===== src/rtl/icache_assoc_if.sv =====
// Fetch/fill bus of icache_assoc: CPU fetch side plus the quad-SPI nibble stream.
// Counter signals exist only when ICACHE_STATS_EN is defined.
interface icache_assoc_if #(
    parameter int PA          = 22,
    parameter int RV          = 16,
    parameter int LINE_LENGTH = 4
);
    logic [PA-1:1]                   paddr;
    logic                            req;
    logic [3:0]                      dread;
    logic                            wstrobe_d;
    logic                            flush_all;
    logic                            hit;
    logic                            pull;
    logic [PA-1:$clog2(LINE_LENGTH)] tag;
    logic [RV-1:0]                   rdata;
    logic                            busy;
`ifdef ICACHE_STATS_EN
    logic [15:0]                     hit_count;
    logic [15:0]                     miss_count;

    modport master (
        output paddr, req, dread, wstrobe_d, flush_all,
        input  hit, pull, tag, rdata, busy, hit_count, miss_count
    );
    modport slave (
        input  paddr, req, dread, wstrobe_d, flush_all,
        output hit, pull, tag, rdata, busy, hit_count, miss_count
    );
`else
    modport master (
        output paddr, req, dread, wstrobe_d, flush_all,
        input  hit, pull, tag, rdata, busy
    );
    modport slave (
        input  paddr, req, dread, wstrobe_d, flush_all,
        output hit, pull, tag, rdata, busy
    );
`endif
endinterface


===== src/rtl/icache_assoc.sv =====
// 1/2-way set-associative instruction cache filled by a nibble stream from a flash reader.
// Optional hit/miss counters are enabled by defining ICACHE_STATS_EN.
module icache_assoc #(
    parameter int LINE_LENGTH = 4,
    parameter int NSETS       = 4,
    parameter int WAYS        = 2,
    parameter int RV          = 16,
    parameter int PA          = 22
) (
    input  logic          clk,
    input  logic          reset,
    icache_assoc_if.slave bus
);

    localparam int OFFB      = $clog2(LINE_LENGTH);
    localparam int SETB      = $clog2(NSETS);
    localparam int TAGB      = PA - OFFB - SETB;
    localparam int LINEB     = LINE_LENGTH * 8;
    localparam int NIBS      = LINE_LENGTH * 2;
    localparam int CNTB      = $clog2(NIBS);
    localparam int HWB       = OFFB - 1;
    localparam int SEL_SHIFT = (RV == 32) ? 1 : 0;

    typedef enum logic {
        ST_IDLE,
        ST_FILL
    } state_t;

    state_t r_state;
    state_t w_state_nxt;

    logic [TAGB-1:0]             r_tag_arr  [NSETS][WAYS];
    logic [LINEB-1:0]            r_data_arr [NSETS][WAYS];
    logic [NSETS-1:0][WAYS-1:0]  r_valid;
    logic [NSETS-1:0]            r_lru;

    logic [TAGB-1:0]             r_fill_tag;
    logic [SETB-1:0]             r_fill_set;
    logic                        r_fill_way;
    logic [CNTB-1:0]             r_offset;

    logic [SETB-1:0]             w_set;
    logic [TAGB-1:0]             w_ptag;
    logic [HWB-1:0]              w_hw;
    logic [HWB-1:0]              w_sel;
    logic                        w_hit_any;
    logic                        w_hit_way;
    logic                        w_hit;
    logic                        w_victim;
    logic [LINEB-1:0]            w_line;
    logic [CNTB-1:0]             w_nib;
    logic                        w_last;
    logic                        w_start;
    logic                        w_wr;
    logic                        w_done;
    logic                        w_busy;
    logic                        w_pull;
    logic [PA-OFFB-1:0]          w_tag;

    assign w_set  = bus.paddr[OFFB+SETB-1:OFFB];
    assign w_ptag = bus.paddr[PA-1:OFFB+SETB];
    assign w_hw   = bus.paddr[OFFB-1:1];

    // The way currently being filled never hits, even if its stale tag matches.
    always_comb begin
        w_hit_any = 1'b0;
        w_hit_way = 1'b0;
        for (int w = 0; w < WAYS; w++) begin
            if (!w_hit_any && r_valid[w_set][w] && (r_tag_arr[w_set][w] == w_ptag) &&
                !(r_state == ST_FILL && w_set == r_fill_set && 1'(w) == r_fill_way)) begin
                w_hit_any = 1'b1;
                w_hit_way = 1'(w);
            end
        end
    end

    assign w_hit  = bus.req && w_hit_any;
    assign w_line = r_data_arr[w_set][w_hit_way];
    assign w_sel  = w_hw >> SEL_SHIFT;

    // Invalid way first (way 0 preferred), otherwise the LRU bit names the victim.
    always_comb begin
        w_victim = 1'b0;
        if (WAYS == 2) begin
            if (!r_valid[w_set][0]) begin
                w_victim = 1'b0;
            end else if (!r_valid[w_set][WAYS-1]) begin
                w_victim = 1'b1;
            end else begin
                w_victim = r_lru[w_set];
            end
        end
    end

    // High nibble of each byte arrives first, hence the xor on the nibble index.
    assign w_nib  = r_offset ^ CNTB'(1);
    assign w_last = (r_offset == CNTB'(NIBS - 1));

    // NOTE: every combinational output gets a default first so no latch can be inferred.
    always_comb begin
        w_state_nxt = r_state;
        w_busy      = 1'b0;
        w_pull      = 1'b0;
        w_tag       = bus.paddr[PA-1:OFFB];
        w_start     = 1'b0;
        w_wr        = 1'b0;
        w_done      = 1'b0;
        unique case (r_state)
            ST_IDLE: begin
                w_pull = bus.req && !w_hit;
                if (bus.req && !w_hit && !bus.flush_all) begin
                    w_start     = 1'b1;
                    w_state_nxt = ST_FILL;
                end
            end
            ST_FILL: begin
                w_busy = 1'b1;
                w_pull = 1'b1;
                w_tag  = {r_fill_tag, r_fill_set};
                if (bus.flush_all) begin
                    w_state_nxt = ST_IDLE;
                end else if (bus.wstrobe_d) begin
                    w_wr = 1'b1;
                    if (w_last) begin
                        w_done      = 1'b1;
                        w_state_nxt = ST_IDLE;
                    end
                end
            end
            default: w_state_nxt = ST_IDLE;
        endcase
    end

    // NOTE: sequential state uses non-blocking assignments only; later statements win on conflict.
    always_ff @(posedge clk or negedge reset) begin
        if (!reset) begin
            r_state    <= ST_IDLE;
            r_valid    <= '0;
            r_lru      <= '0;
            r_offset   <= '0;
            r_fill_tag <= '0;
            r_fill_set <= '0;
            r_fill_way <= 1'b0;
        end else begin
            r_state <= w_state_nxt;
            if (bus.flush_all) begin
                r_valid  <= '0;
                r_lru    <= '0;
                r_offset <= '0;
            end else begin
                if (w_hit && WAYS == 2) begin
                    r_lru[w_set] <= ~w_hit_way;
                end
                if (w_start) begin
                    r_fill_tag               <= w_ptag;
                    r_fill_set               <= w_set;
                    r_fill_way               <= w_victim;
                    r_valid[w_set][w_victim] <= 1'b0;
                    r_offset                 <= '0;
                end
                if (w_wr) begin
                    // Completion wraps the counter back to zero.
                    r_offset <= r_offset + CNTB'(1);
                    if (w_done) begin
                        r_valid[r_fill_set][r_fill_way] <= 1'b1;
                        if (WAYS == 2) begin
                            r_lru[r_fill_set] <= ~r_fill_way;
                        end
                    end
                end
            end
        end
    end

    // NOTE: data and tag arrays are deliberately not reset; valid bits alone qualify them.
    always_ff @(posedge clk) begin
        if (w_wr) begin
            r_data_arr[r_fill_set][r_fill_way][int'(w_nib)*4 +: 4] <= bus.dread;
        end
        if (w_done) begin
            r_tag_arr[r_fill_set][r_fill_way] <= r_fill_tag;
        end
    end

`ifdef ICACHE_STATS_EN
    logic [15:0] r_hit_count;
    logic [15:0] r_miss_count;

    always_ff @(posedge clk or negedge reset) begin
        if (!reset) begin
            r_hit_count  <= '0;
            r_miss_count <= '0;
        end else if (bus.flush_all) begin
            r_hit_count  <= '0;
            r_miss_count <= '0;
        end else begin
            if (w_hit && r_hit_count != 16'hFFFF) begin
                r_hit_count <= r_hit_count + 16'd1;
            end
            if (w_start && r_miss_count != 16'hFFFF) begin
                r_miss_count <= r_miss_count + 16'd1;
            end
        end
    end

    assign bus.hit_count  = r_hit_count;
    assign bus.miss_count = r_miss_count;
`endif

    assign bus.hit   = w_hit;
    assign bus.pull  = w_pull;
    assign bus.busy  = w_busy;
    assign bus.tag   = w_tag;
    assign bus.rdata = w_line[int'(w_sel)*RV +: RV];

endmodule


===== src/flat_wrapper.sv =====
// flat-port wrapper written by rule: the top's interface ports become plain ports
module icache_assoc_flat 
#(
    parameter int LINE_LENGTH = 4,
    parameter int NSETS       = 4,
    parameter int WAYS        = 2,
    parameter int RV          = 16,
    parameter int PA          = 22
)
  (clk, reset, bus_paddr, bus_req, bus_dread, bus_wstrobe_d, bus_flush_all, bus_hit, bus_pull, bus_tag, bus_rdata, bus_busy);
  icache_assoc_if #(.PA(PA), .RV(RV), .LINE_LENGTH(LINE_LENGTH)) bus_i ();
  input  logic clk;
  input  logic reset;
  input wire logic [$bits(bus_i.paddr)-1:0] bus_paddr;
  input wire logic [$bits(bus_i.req)-1:0] bus_req;
  input wire logic [$bits(bus_i.dread)-1:0] bus_dread;
  input wire logic [$bits(bus_i.wstrobe_d)-1:0] bus_wstrobe_d;
  input wire logic [$bits(bus_i.flush_all)-1:0] bus_flush_all;
  output wire logic [$bits(bus_i.hit)-1:0] bus_hit;
  output wire logic [$bits(bus_i.pull)-1:0] bus_pull;
  output wire logic [$bits(bus_i.tag)-1:0] bus_tag;
  output wire logic [$bits(bus_i.rdata)-1:0] bus_rdata;
  output wire logic [$bits(bus_i.busy)-1:0] bus_busy;
  assign bus_i.paddr = bus_paddr;
  assign bus_i.req = bus_req;
  assign bus_i.dread = bus_dread;
  assign bus_i.wstrobe_d = bus_wstrobe_d;
  assign bus_i.flush_all = bus_flush_all;
  assign bus_hit = bus_i.hit;
  assign bus_pull = bus_i.pull;
  assign bus_tag = bus_i.tag;
  assign bus_rdata = bus_i.rdata;
  assign bus_busy = bus_i.busy;
  icache_assoc #(.LINE_LENGTH(LINE_LENGTH), .NSETS(NSETS), .WAYS(WAYS), .RV(RV), .PA(PA)) u_core (.clk(clk), .reset(reset), .bus(bus_i));
endmodule

===== config.mk =====
export PLATFORM = sky130hd
export DESIGN_NAME = icache_assoc_flat
export DESIGN_NICKNAME = d
export VERILOG_FILES = /design/src/rtl/icache_assoc_if.sv /design/src/rtl/icache_assoc.sv /design/src/flat_wrapper.sv
export SDC_FILE = /design/constraint.sdc
export NUM_CORES = 1
export LEC_CHECK = 0
export CAP_MARGIN = 40
export CORE_MARGIN = 10
export CORE_UTILIZATION = 50
export DETAILED_ROUTE_END_ITERATION = 16
export PLACE_DENSITY = 0.68
export RECOVER_POWER = 50
export SLEW_MARGIN = 20
export SYNTH_ARGS = -nofsm -noshare
export SYNTH_HDL_FRONTEND = slang
export SYNTH_SLANG_ARGS = --single-unit

===== constraint.sdc =====
create_clock -name clk -period 5.77 [get_ports clk]
set_input_delay 1.154 -clock clk [delete_from_list [all_inputs] [get_ports clk]]
set_output_delay 1.154 -clock clk [all_outputs]
set_load 0.02 [all_outputs]

==> out/metrics.cfg <==
[floorplanning]
rows=69
ioPinCount=69
dieArea_um2=44200
die_h_um=210
initial_utilization_pct=50.8
fp.coreArea_um2=35700
die_w_um=210

[cells_and_area]
nets=1099
final_cell_mix=edfxtp_1, mux4_2, nor2_1
syn_to_final_growth_pct=15.3
stdcell_count=1557
layout_commonest_cell=edfxtp_1
fillers=2679
num_antenna_cells=0
drive_gt1_share_pct=23.9

[place]
gp_congestion=0.835
dp_hpwl_mm=25.9
place_ws_ns=0.00178
io_buffers=68
placed_cells=1475

[synth]
synth_top_area_cell=edfxtp_1
syn-cell-area_um2=18100
ys_seq_area_share_pct=71.4
synth_top_area_share_pct=66.3
async_flop_share_pct=8.47
syn_avg_cell_area_um2=19.0
synth_top_family_by_area=multiplexers
ys_warn_count=0
ys_types=51
synthTopCellsByArea=edfxtp_1, mux4_2, dfrtp_1
syn_nets=990
synth_compound_area_share_pct=1.46
yosys.area_share.simple_pct=5.15
synth_edf_count=400
synth_adder_area_share_pct=0.483
synthMuxAreaShare_pct=17.5
synthXorXnorAreaFrac_pct=2.13
synth-seq-cells=437
yosys_most_used_dff=edfxtp_1
syn_inst=953

[hold_path]
min_path_type=reg -> reg

[grt]
grt_max_degree=73
grt_pass1_wl_mm=58.2
grt.overflow.total=0
grt.total_usage_pct=17.3
antenna_found_initial=2
grt_pass1_vias=9468

[critical_path]
crit_path_top_delay_cell=or4_1
worstPathMaxFanout=16
max_stage_delay_ns=0.57
required_ns=4.62
critPathTopFamily=simple AND/OR/NAND/NOR gates
crit_chain=buf_6 -> mux4_2 -> xnor2_1 -> o211ai_1 -> or4_1 -> or4_1 -> and4_1 -> buf_12 -> mux4_1 -> dlygate4sd2_1
end_kind=primary output
path_common_cell=or4_1
crit_buf_inv=3
cp-start-kind=input port
arrival_ns=4.36
crit_type=in -> out

[sta]
period_share_pct=95.5
skew_ns=0.0259
worst_slack_ns=0.257
hold_viol=0
worst_pin_slew_ns=1.40
max_freq_mhz=181
rsz0062_at_grt=false
final.setup.tns_ns=0
drv_slew=0
period_needed_ns=5.51
setup_viol_count_final=0
relSlewSlack_pct=6.58

[detailed_routing]
routed_wl_mm=38.1
wl_per_cell_um=24.5
vias_per_cell=5.90
top_layer=met4
drc=0
antenna_left=0
firstDrtPassIters=5
dr.first_iter.drc_count=783
wl_met3_mm=2.57
num_vias=9180
routed-wl-met2_mm=18.9
drt-met1-wl_mm=15.8

[job]
maxCapViolCount=0

[pwr]
pwr-share-comb_pct=7.0
ir_drop_mv=0.237
p_seq_share_pct=53.0
p_int_uw=5290
powerDensity_nw_per_um2=324
power_uw=6770
pwr-share-clk_pct=40.0
power_switching_uw=1480
p_leak_uw=0.00681
swShare_pct=21.9

[cts]
htreeDepth=2
cts_tree=done
clock_sinks=437
clkTransAtPathRegs_ns=0.06
cts_setup_buffers=0
cts_made_buffers=45
clkLatencyLatePin_ns=0.56
clock-root-buffer=clkbuf_16
clock_path_buffers=3

[status]
status=finished, final reports clean

-- synth_stat cells (4+ instances only) --
| cell | count |
|---|---|
| nand2_1 | 29 |
| nand2b_1 | 6 |
| edfxtp_1 | 400 |
| xnor2_1 | 34 |
| dlygate4sd3_1 | 6 |
| mux2i_1 | 20 |
| mux2_2 | 39 |
| dfrtp_1 | 37 |
| nand3_1 | 8 |
| buf_6 | 4 |
| inv_1 | 6 |
| nor2_1 | 105 |
| mux4_2 | 105 |
| dlygate4sd1_1 | 7 |
| buf_2 | 6 |
| ha_1 | 7 |
| and2_1 | 19 |
| buf_1 | 7 |
| xor2_1 | 10 |
| a311oi_1 | 10 |
| mux4_1 | 6 |
| clkbuf_1 | 16 |
| nand4_1 | 4 |
| nor3_1 | 16 |
-- layout make-up --
cell class / instances / area, µm² / area share [%]
Inverter: 8 / 30.0 / 0.144
Clock inverter: 23 / 166 / 0.797
Sequential cell: 437 / 12900 / 61.9
Multi-Input combinational cell: 459 / 4870 / 23.3
Timing Repair Buffer: 111 / 1100 / 5.26
Clock buffer: 58 / 1210 / 5.77
Tap cell: 461 / 577 / 2.76
-- cells by family (layout without fill, tap and decap cells) --
family	Yosys count	count (layout)
multiplexers	170	170
adder cells (fa/ha/maj)	7	7
buffers and inverters	57	200
AO/OA/AOI/OAI	33	33
flip-flops	437	437
AND/OR/NAND/NOR	205	205
XOR/XNOR	44	44
-- power groups by stage --
stage	registers, µW	logic (µW)	clock network (µW)
after floorplan	3630	283	0
after global placement	3650	457	0
after detailed placement	3660	475	0
after CTS	3590	478	2760
after global routing	3600	506	2880
final	3590	471	2710
-- per-stage QoR --
stage | hold WS [ns] | util, % | area (µm²)
5_1_grt | 0.582 | 58.6 | 20900
3_5_place_dp | 0.564 | 54.6 | 19500
4_1_cts | 0.549 | 58.4 | 20800
3_3_place_gp | 0.550 | 54.4 | 19400
6_report | 0.570 | 58.6 | 20900
2_1_floorplan | 0.534 | - | 18100
-- worst register-to-register path: cells and delay by family (launching register included) --
family / cells / cell delay (ns)
AO/OA/AOI/OAI: 1 / 0.10
XOR/XNOR: 1 / 0.16
buffers and inverters: 2 / 0.55
flip-flops: 1 / 0.37
multiplexers: 2 / 0.88
AND/OR/NAND/NOR: 3 / 1.29
-- layer usage --
metal,track usage [%],up-vias
li1,-,4025
met1,23.2,4760
met2,28.6,340
met3,3.32,55
met4,4.70,0
met5,0,-
-- worst paths after layout --
kind	startpoint	end	slack, ns	depth (start not counted)
max	bus_paddr[1]	bus_rdata[11]	0.26	10
max in group asynchronous	reset	u_core.r_fill_tag[3]	3.16	2
min	u_core.r_valid[1]	u_core.r_valid[1]	0.57	2
max reg2reg	u_core.r_tag_arr[3][26]	u_core.r_fill_tag[8]	2.32	9
min reg2reg	u_core.r_valid[1]	u_core.r_valid[1]	0.57	2
min in group asynchronous	reset	u_core.r_fill_tag[12]	0.77	1
-- registers in the layout, indices dropped and copies added, names as in the netlist --
name and flops:
u_core.r_fill_set 2, u_core.r_data_arr 256, u_core.r_tag_arr 144, u_core.r_offset 3
u_core.r_state 1, u_core.r_lru 4, u_core.r_valid 8, u_core.r_fill_tag 18
u_core.r_fill_way 1
-- timing repair --
action,CTS,global route
hold buffers,0,0
resized for setup,3,17
setup endpoints to repair,3,14
No activity file was read; power rests on OpenSTA's default activity.
